File: src/rtl/fpu_pkg.sv
// Shared FPU conversion constants and request field widths.
// Imported by the request queue and the converter.
package fpu_pkg;

    localparam logic FCVT_F2I = 1'b0;
    localparam logic FCVT_I2F = 1'b1;

    localparam int unsigned FCVT_A_W    = 32;
    localparam int unsigned FCVT_SGN_W  = 1;
    localparam int unsigned FCVT_TYPE_W = 1;

    function automatic int unsigned fcvt_req_w(int unsigned tag_w);
        return FCVT_A_W + FCVT_SGN_W + FCVT_TYPE_W + tag_w;
    endfunction

endpackage

File: src/rtl/fcvt_xx.sv
// Combinational FP32 <-> 32-bit integer converter.
// F2I truncates toward zero and saturates; I2F rounds to nearest even.
module fcvt_xx
    import fpu_pkg::*;
(
    input  logic [31:0] a_i,
    input  logic        signed_i,
    input  logic        conv_type_i,
    output logic [31:0] result_o
);

    logic        f_sign;
    logic [7:0]  f_exp;
    logic [23:0] f_man;
    logic        f_nan;
    logic        f_small;
    logic        f_big;
    logic [4:0]  f_sh;
    logic [54:0] f_wide;
    logic [31:0] f_mag;
    logic [31:0] f2i_res;

    logic        i_neg;
    logic [31:0] i_mag;
    logic [4:0]  i_lz;
    logic [30:0] i_frac;
    logic [7:0]  i_exp;
    logic        i_rnd;
    logic [30:0] i_body;
    logic [31:0] i2f_res;

    assign f_sign  = a_i[31];
    assign f_exp   = a_i[30:23];
    assign f_man   = {1'b1, a_i[22:0]};
    assign f_nan   = (f_exp == 8'hFF) && (a_i[22:0] != 23'd0);
    assign f_small = f_exp < 8'd127;
    assign f_big   = f_exp > 8'd158;
    assign f_sh    = 5'(f_exp - 8'd127);
    assign f_wide  = {31'd0, f_man} << f_sh;
    assign f_mag   = 32'(f_wide >> 23);

    // FP32 -> integer with saturation on overflow, NaN and negative-to-unsigned
    always_comb begin
        f2i_res = '0;
        if (f_nan) begin
            f2i_res = signed_i ? 32'h7FFF_FFFF : 32'hFFFF_FFFF;
        end else if (f_small) begin
            f2i_res = '0;
        end else if (signed_i) begin
            if (f_sign) begin
                f2i_res = (f_big || f_mag > 32'h8000_0000)
                        ? 32'h8000_0000 : (~f_mag + 32'd1);
            end else begin
                f2i_res = (f_big || f_mag > 32'h7FFF_FFFF)
                        ? 32'h7FFF_FFFF : f_mag;
            end
        end else begin
            if (f_sign) begin
                f2i_res = '0;
            end else begin
                f2i_res = f_big ? 32'hFFFF_FFFF : f_mag;
            end
        end
    end

    assign i_neg = signed_i & a_i[31];
    assign i_mag = i_neg ? (~a_i + 32'd1) : a_i;

    // Leading-zero count of the integer magnitude
    always_comb begin
        i_lz = '0;
        for (int i = 0; i < 32; i++) begin
            if (i_mag[i]) begin
                i_lz = 5'(31 - i);
            end
        end
    end

    assign i_frac = 31'(i_mag << i_lz);
    assign i_exp  = 8'd158 - {3'd0, i_lz};
    assign i_rnd  = i_frac[7] & ((|i_frac[6:0]) | i_frac[8]);
    assign i_body = {i_exp, i_frac[30:8]} + 31'(i_rnd);

    // Integer -> FP32; mantissa carry-out rolls into the exponent
    always_comb begin
        i2f_res = '0;
        if (i_mag != 32'd0) begin
            i2f_res = {i_neg, i_body};
        end
    end

    assign result_o = (conv_type_i == FCVT_I2F) ? i2f_res : f2i_res;

endmodule

File: src/rtl/fcvt_req_queue.sv
// Request FIFO feeding one fcvt_xx, with a registered result stage.
// Accept and result sides are independent valid/ready handshakes.
module fcvt_req_queue
    import fpu_pkg::*;
#(
    parameter int unsigned DEPTH = 4,
    parameter int unsigned TAG_W = 5
) (
    input  logic             clk_i,
    input  logic             rst_ni,
    input  logic             flush_i,
    input  logic             req_valid_i,
    output logic             req_ready_o,
    input  logic [31:0]      req_a_i,
    input  logic             req_signed_i,
    input  logic             req_conv_type_i,
    input  logic [TAG_W-1:0] req_tag_i,
    output logic             rsp_valid_o,
    input  logic             rsp_ready_i,
    output logic [31:0]      rsp_result_o,
    output logic [TAG_W-1:0] rsp_tag_o,
    output logic             busy_o
);

    localparam int unsigned PTR_W = $clog2(DEPTH);
    localparam int unsigned CNT_W = $clog2(DEPTH + 1);
    localparam int unsigned REQ_W = fcvt_req_w(TAG_W);
    localparam logic [CNT_W-1:0] FULL = CNT_W'(DEPTH);

    logic [REQ_W-1:0] mem_q [DEPTH];

    logic [PTR_W-1:0] wr_ptr_q, wr_ptr_d;
    logic [PTR_W-1:0] rd_ptr_q, rd_ptr_d;
    logic [CNT_W-1:0] count_q, count_d;

    logic             rsp_valid_q, rsp_valid_d;
    logic [31:0]      rsp_result_q, rsp_result_d;
    logic [TAG_W-1:0] rsp_tag_q, rsp_tag_d;

    logic             push;
    logic             pop;
    logic [REQ_W-1:0] head;
    logic [31:0]      head_a;
    logic             head_sgn;
    logic             head_typ;
    logic [TAG_W-1:0] head_tag;
    logic [31:0]      cvt_res;

    assign req_ready_o = (count_q != FULL);
    assign push        = req_valid_i & req_ready_o;
    assign pop         = (count_q != '0) & (~rsp_valid_q | rsp_ready_i);

    assign head     = mem_q[rd_ptr_q];
    assign head_a   = head[REQ_W-1 -: 32];
    assign head_sgn = head[TAG_W+1];
    assign head_typ = head[TAG_W];
    assign head_tag = head[TAG_W-1:0];

    fcvt_xx u_fcvt (
        .a_i         (head_a),
        .signed_i    (head_sgn),
        .conv_type_i (head_typ),
        .result_o    (cvt_res)
    );

    // FIFO storage; a flushed cycle never writes
    always_ff @(posedge clk_i) begin
        if (push && !flush_i) begin
            mem_q[wr_ptr_q] <= {req_a_i, req_signed_i, req_conv_type_i, req_tag_i};
        end
    end

    // Pointer and occupancy update; flush wins over push and pop
    always_comb begin
        wr_ptr_d = wr_ptr_q;
        rd_ptr_d = rd_ptr_q;
        count_d  = count_q;
        if (flush_i) begin
            wr_ptr_d = '0;
            rd_ptr_d = '0;
            count_d  = '0;
        end else begin
            if (push) wr_ptr_d = wr_ptr_q + PTR_W'(1);
            if (pop)  rd_ptr_d = rd_ptr_q + PTR_W'(1);
            unique case ({push, pop})
                2'b10:   count_d = count_q + CNT_W'(1);
                2'b01:   count_d = count_q - CNT_W'(1);
                default: count_d = count_q;
            endcase
        end
    end

    // Result register: load on pop, drop on handshake or flush
    always_comb begin
        rsp_valid_d  = rsp_valid_q;
        rsp_result_d = rsp_result_q;
        rsp_tag_d    = rsp_tag_q;
        if (flush_i) begin
            rsp_valid_d = 1'b0;
        end else if (pop) begin
            rsp_valid_d  = 1'b1;
            rsp_result_d = cvt_res;
            rsp_tag_d    = head_tag;
        end else if (rsp_ready_i) begin
            rsp_valid_d = 1'b0;
        end
    end

    // Control and result state registers
    always_ff @(posedge clk_i or negedge rst_ni) begin
        if (!rst_ni) begin
            wr_ptr_q     <= '0;
            rd_ptr_q     <= '0;
            count_q      <= '0;
            rsp_valid_q  <= 1'b0;
            rsp_result_q <= '0;
            rsp_tag_q    <= '0;
        end else begin
            wr_ptr_q     <= wr_ptr_d;
            rd_ptr_q     <= rd_ptr_d;
            count_q      <= count_d;
            rsp_valid_q  <= rsp_valid_d;
            rsp_result_q <= rsp_result_d;
            rsp_tag_q    <= rsp_tag_d;
        end
    end

    assign rsp_valid_o  = rsp_valid_q;
    assign rsp_result_o = rsp_result_q;
    assign rsp_tag_o    = rsp_tag_q;
    assign busy_o       = (count_q != '0) | rsp_valid_q;

endmodule
File: config.mk
export PLATFORM = sky130hd
export DESIGN_NAME = fcvt_req_queue
export DESIGN_NICKNAME = d
export VERILOG_FILES = /design/src/rtl/fpu_pkg.sv /design/src/rtl/fcvt_xx.sv /design/src/rtl/fcvt_req_queue.sv
export SDC_FILE = /design/constraint.sdc
export NUM_CORES = 1
export LEC_CHECK = 0
export CAP_MARGIN = 20
export CORE_ASPECT_RATIO = 0.8
export CORE_MARGIN = 2
export CORE_UTILIZATION = 45
export CTS_BUF_LIST = sky130_fd_sc_hd__clkbuf_2
export CTS_CLUSTER_SIZE = 30
export DETAILED_ROUTE_END_ITERATION = 8
export PLACE_DENSITY = 0.75
export SLEW_MARGIN = 20
export SYNTH_ARGS = -nofsm -noshare
export SYNTH_HDL_FRONTEND = slang
export SYNTH_SLANG_ARGS = --single-unit
File: constraint.sdc
create_clock -name clk_i -period 8.4 [get_ports clk_i]
set_input_delay 1.26 -clock clk_i [delete_from_list [all_inputs] [get_ports clk_i]]
set_output_delay 1.26 -clock clk_i [all_outputs]
set_load 0.05 [all_outputs]
-- After elaboration in Yosys (flattened, before gate mapping)
Memory sizes are Yosys's and may differ from the RTL's.
Index checks and enable logic that the tools add are counted.
- $add $sub $neg: 9
- order comparisons: 4
- eq/ne operators: 4
- shift operators: 2
- multiplexer cells: 55
- bitwise gates (word level): 11
- reductions and logical operators: 14
- operators with widths (kind ; count):
    two-way mux 32 bit ; 12
    two-way mux 5 bit ; 32
    adder 32 x 1 -> 32 bit (second input constant) ; 2
    NOT 32 bit ; 2
    left shift 24 x 5 -> 55 bit ; 1
    greater-than comparator 32 x 31 -> 1 bit (second input constant) ; 1
    greater-than comparator 32 bit (second input constant) ; 1
    nonzero test 32 bit ; 1
    left shift 32 x 5 -> 31 bit ; 1
    adder 31 x 1 -> 31 bit ; 1
    nonzero test 23 bit ; 1
    nonzero test 3 bit ; 3
    equality test 8 bit (second input constant) ; 1
    greater-than comparator 8 bit (second input constant) ; 1
    less-than comparator 8 x 7 -> 1 bit (second input constant) ; 1
    two-way mux 2 bit ; 4
    subtractor 8 x 5 -> 8 bit (first input constant) ; 1
    OR reduction 7 bit ; 1
    case mux 3 bit (2 select lines) ; 1
    two-way mux 1 bit ; 5
    subtractor 5 bit (second input constant) ; 1
    adder 2 x 1 -> 2 bit (second input constant) ; 2
    AND 1 bit ; 4
    nonzero test 2 bit ; 2
    12 further kinds ; 17
- bits in registers: 45
- bits in writable memories: 156
- bits of input ports: 44
- output and inout port bits: 40
- logic and storage cells: 106
- memories: 1
- memories (name ; words ; bits a word ; read ports ; clocked after memory_dff ; write ports ; line ; RTL):
    mem_q ; 4 ; 39 ; 1 ; 0 ; 1 ; fcvt_req_queue.sv:30 ; logic [REQ_W-1:0] mem_q [DEPTH];

-- Longest topological paths before layout
Gate-level depths: netlist (run 1).
An unclocked memory read counts as a cell.
- depth after elaboration: 43
- depth in mapped cells: 29
- depth with buffers taken out: 21

-- By module
From an unflattened synthesis (run 1), not the netlist that was laid out.
- cell total of the unflattened synthesis: 1614
- area total of the unflattened synthesis: 15934.0 um^2
- modules (own cells, without submodules) (module ; times used ; cells an instance ; area an instance (um^2) ; sequential area each (um^2)):
    fcvt_xx ; 1 ; 1276 ; 8376.8 ; 0.0
    fcvt_req_queue ; 1 ; 338 ; 7557.2 ; 5810.6

-- Least setup slack after synthesis (run 1)
No wires, ideal clock.
- kind: reg2reg
- from: reg rd_ptr_q[0]
- to: reg rsp_result_q[30], in the netlist rsp_result_o[30]
- library setup time: 0.127 ns
- arrival: 7.023 ns
- data required time: 8.273 ns
- setup slack: 1.250 ns
- stages on the path, launching flop included: 27
- buffers on the path: 7
- clock period less this slack: 7.150 ns
- cell sequence: dfrtp_1 -> buf_6 -> buf_6 -> mux4_2 -> clkbuf_1 -> clkbuf_1 -> inv_1 -> ha_1 -> clkbuf_1 -> clkbuf_1 -> buf_1 -> mux4_2 -> nand2_1 -> o21ai_0 -> a2bb2oi_1 -> ha_1 -> or3b_2 -> or3_1 -> or3_1 -> nor2_1 -> nand3_1 -> mux2_2 -> o21ai_0 -> a21oi_1 -> o21ai_0 -> a222oi_1 -> inv_1
- word-level cells in the longest chain between the ends: 43
- elaborated cells between the ends (all ways): 67
- classes of those cells: add/sub: 5; order compare: 4; eq/ne: 1; shift: 2; mux: 43; bitwise: 5; reduce/logical: 6; memory: 1
- ends and longest elaborated chain (what ; line ; RTL):
    from (decl) ; fcvt_req_queue.sv:33 ; logic [PTR_W-1:0] rd_ptr_q, rd_ptr_d;
    from (signal assigned) ; fcvt_req_queue.sv:120 ; rd_ptr_q <= rd_ptr_d;
    memory (4 x 39 bit) (*) ; - ;
    NOT 32 bit ; fcvt_xx.sv:67 ; assign i_mag = i_neg ? (~a_i + 32'd1) : a_i;
    adder 32 x 1 -> 32 bit ; fcvt_xx.sv:67 ;
    two-way mux 32 bit ; fcvt_xx.sv:67 ;
    two-way mux 5 bit (32 in series) ; fcvt_xx.sv:73 ; if (i_mag[i]) begin
    left shift 32 x 5 -> 31 bit ; fcvt_xx.sv:79 ; assign i_frac = 31'(i_mag << i_lz);
    OR reduction 7 bit ; fcvt_xx.sv:81 ; assign i_rnd = i_frac[7] & ((|i_frac[6:0]) | i_frac[8]);
    OR 1 bit ; fcvt_xx.sv:81 ;
    AND 1 bit ; fcvt_xx.sv:81 ;
    adder 31 x 1 -> 31 bit ; fcvt_xx.sv:82 ; assign i_body = {i_exp, i_frac[30:8]} + 31'(i_rnd);
    two-way mux 32 bit ; fcvt_xx.sv:87 ; if (i_mag != 32'd0) begin
    two-way mux 32 bit (*) ; fcvt_xx.sv:92 ; assign result_o = (conv_type_i == FCVT_I2F) ? i2f_res : f2i_res;
    to (signal assigned) ; fcvt_req_queue.sv:123 ; rsp_result_q <= rsp_result_d;
    to (decl) ; fcvt_req_queue.sv:37 ; logic [31:0] rsp_result_q, rsp_result_d;
Every way passes the cells marked *; elsewhere a longest branch is shown, timed or not.
A chain may end at the register's enable or synchronous reset.

-- Final worst setup path (run 1)
- from: reg rd_ptr_q[0]
- to: reg rsp_result_q[24], in the netlist rsp_result_o[24]
The elaborated chain is that of the path after synthesis.

==> run_results.csv, run 1 <==
group,metric,value,unit
routing,drc,0,
clock_tree,cts.clk_slew.worst_paths,110,ps
setup_path,worstPathCellList,"mux4_2, inv_1, ha_1, nand2_1, or3_1, a2111oi_4, nand4_1, mux2_2, a32oi_1, or3_1, o311ai_4, nor3_1, o41ai_1, o32ai_1, a222oi_1, nand3_1, nor3_2, nand4_1, xor2_1, a221o_1",
synth,yosysTopAreaCell,"edfxtp_1",
sta,totalNegativeSetupSlack,0,ps
synth,synth_seq_cells,201,
global_routing,grt_pass1_vias,14273,
sta,fin_skew,36.0,ps
global_routing,track_usage,29.6,%
finish,multi_input_area,0.00949,mm2
job,max-cap-violations,0,
placement,io_buffers,83,
synth,synth_nets,1731,
clock_tree,cts_setup_buffers,0,
clock_tree,cts-htree-levels,2,
floorplan,start_util,45.7,%
synth,synth_top_area_share,29.5,%
finish,area_growth,12.4,%
sta,rsz0062_at_grt,"no",
clock_tree,clkLatencyLatePin,820,ps
clock_tree,numCtsBuffers,49,
setup_path,end_kind,"flip-flop",
synth,synth_edf_count,156,
routing,initialDrtViolationCount,2243,
finish,num-nets-final,1803,
synth,synth.distinct_cells,94,
setup_path,required,9110,ps
global_routing,overflow,0,
setup_path,crit_slowest_cell,"o311ai_4",
setup_path,r2r-start,"rd_ptr_q[0]$_DFFE_PN0P_",
global_routing,grt_max_degree,43,
sta,post-route-min-period,7970,ps
floorplan,num_io_pins,84,
floorplan,core_area,0.0348,mm2
sta,maxSlewHeadroom,22.7,%
finish,regArea,0.00581,mm2
placement,dpl.hpwl,41.5,mm
finish,drive_above_1_share,16.7,%
routing,routed_wl,55.5,mm
global_routing,met3_usage,7.02,%
clock_tree,clock-root-buffer,"clkbuf_2",
routing,num_vias,15257,
setup_path,crit_type,"reg2reg",
global_routing,grtUsageMet2,44.7,%
status,status,"finished clean",
placement,pre_cts_ws,627,ps
synth,seq_area_frac_synth,36.6,%
synth,yosysWarnings,0,
global_routing,busiest_layer,"met2",
setup_path,cp_max_fo,24,
sta,drv_slew,0,
global_routing,antenna_found_initial,1,
finish,fillers,3209,
sta,finalSetupViolCount,0,
floorplan,num_rows,61,
synth,synth.area.top_cells,"edfxtp_1 29%, mux4_2 7.4%, dfrtp_1 7.1%",
routing,postRouteAntennaNets,0,
clock_tree,cts.sinks,201,
placement,place.gp.congestion,1.07,
setup_path,startpoint,"rd_ptr_q[0]$_DFFE_PN0P_",
sta,fmax,125,MHz
setup_path,critPathLaunchType,"flip-flop",
synth,synthFlopType,"edfxtp_1",
floorplan,die_w,214,um
routing,drt-vias-per-instance,6.78,
sta,setup_ws,430,ps
floorplan,die-area,0.0368,mm2
sta,period_share,94.9,%
clock_tree,clock_path_buffers,3,
setup_path,crit_family,"compound AO/OA/AOI/OAI gates",
floorplan,die_h,172,um
routing,wire_per_inst,24.7,um
global_routing,use_met1,41.4,%
sta,worst_pin_slew,1150,ps
synth,synthCells,1673,
clock_tree,ctsHoldBuffers,0,
setup_path,slowest_delay,990,ps
synth,ys_async_sr_fraction,22.4,%
synth,syn_area,0.0159,mm2
sta,hold_viol,0,
synth,syn_avg_cell_area,9.50,um2
worst_hold_path,hold_class,"in2async",
setup_path,critPathArrivalTime,8680,ps
routing,first_pass_iters,8,
clock_tree,ctsResizeCount,0,
setup_path,cp_num_buf_inv,1,
global_routing,grt_pass1_wl,84.7,mm
clock_tree,cts_tree,"done",
==> sequential cells by signal, summed over array words and instances, names as in the netlist <==
register / cells
rsp_valid_o: 1
rd_ptr_q: 2
rsp_tag_o: 5
rsp_result_o: 32
count_q: 3
mem_q: 156
wr_ptr_q: 2
==> placed cells by master, fill, tap and decap left out, types with 9 or more instances in the layout <==
cell	netlist	layout
nor3_1	48	47
mux4_2	52	52
and3_1	13	13
a22oi_1	10	10
buf_4	3	69
nand4_1	22	22
inv_1	21	21
a2111oi_0	9	9
o211ai_1	33	33
xor2_1	38	37
nand3_1	55	55
a31oi_1	18	18
o31ai_1	20	19
xnor2_1	41	38
clkdlybuf4s50_1	0	82
edfxtp_1	156	156
o22ai_1	14	14
nand2_1	145	145
a21oi_1	119	119
nor2_1	137	137
or3_1	13	13
dfrtp_1	45	43
o21ai_1	11	11
mux2i_1	62	62
ha_1	13	13
a311o_1	9	9
nor4_1	14	14
nand2b_1	12	12
o221ai_1	21	21
a211oi_1	23	23
o2111ai_1	24	24
clkbuf_2	0	73
mux2_2	29	29
and2_1	15	11
or2_2	16	16
o21ai_0	126	124
==> metrics by stage <==
step / area, um2 / hold slack (ps) / instances / utilization [%]
finish: 17900 / 389 / 2251 / 51.3
global placement: 17300 / 465 / 2164 / 49.8
global route: 17900 / 370 / 2251 / 51.3
detailed placement: 17400 / 471 / 2165 / 49.9
CTS: 17800 / 341 / 2249 / 51.2
floorplan: 15900 / 527 / 1673 / -
==> layout make-up <==
cell class                      instances  share of cell area, %
Multi-Input combinational cell       1316                   53.2
Sequential cell                       201                   32.6
Timing Repair Buffer                  155                   7.86
Tap cell                              472                   3.31
Clock buffer                           73                   2.05
Clock inverter                         11                  0.575
Inverter                               22                  0.463
Antenna cell                            1                 0.0140
==> worst paths after layout <==
path	to	slack (ps)	depth (start not counted)
worst max-delay path	rsp_result_o[24]$_DFFE_PN0P_	430	20
worst min register to register	rsp_tag_o[4]$_DFFE_PN0P_	490	2
worst max register to register	rsp_result_o[24]$_DFFE_PN0P_	430	20
max in group asynchronous	rd_ptr_q[0]$_DFFE_PN0P_	7460	2
min in group clk_i	rsp_tag_o[4]$_DFFE_PN0P_	490	2
worst min-delay path	rsp_result_o[19]$_DFFE_PN0P_	390	1
==> cells in the mapped netlist, types with 20 or more instances <==
master,count
edfxtp_1,156
nand2_1,145
nor2_1,137
o21ai_0,126
a21oi_1,119
clkbuf_1,82
mux2i_1,62
nand3_1,55
mux4_2,52
nor3_1,48
dfrtp_1,45
xnor2_1,41
xor2_1,38
o211ai_1,33
buf_2,29
mux2_2,29
o2111ai_1,24
a211oi_1,23
nand4_1,22
inv_1,21
o221ai_1,21
o31ai_1,20
==> cell families (layout without fill, tap and decap cells) <==
kind of cell | after synthesis | after routing | share of synthesized area, %
adder cells (fa/ha/maj) | 14 | 14 | 1.15
multiplexers | 143 | 143 | 13.3
AO/OA/AOI/OAI | 545 | 545 | 23.5
other | 0 | 1 | 0
flip-flops | 201 | 201 | 36.6
AND/OR/NAND/NOR | 535 | 535 | 16.8
buffers and inverters | 156 | 261 | 4.24
XOR/XNOR | 79 | 79 | 4.35
==> layer usage <==
metal  routed length [um]  vias up
li1                     -     6732
met5                   68        -
met4                 2140        2
met3                 6080      162
met1                23700     7373
met2                23600      988
Power of run 1 is left out: the tool's default activity adds up to more than one toggle a clock period on the data nets, which glitch-free logic cannot reach.
==> inputs of run 2 (changes only) <==
--- a/config.mk
+++ b/config.mk
@@ -13,6 +13,7 @@
 export CTS_CLUSTER_SIZE = 30
 export DETAILED_ROUTE_END_ITERATION = 8
 export PLACE_DENSITY = 0.75
+export SKIP_CTS_REPAIR_TIMING = 1
 export SLEW_MARGIN = 20
 export SYNTH_ARGS = -nofsm -noshare
 export SYNTH_HDL_FRONTEND = slang
==> results of run 2 <==
No change in the layout: final DEF, timing and power equal those of run 1.
Power of run 2 is left out for the same reason.
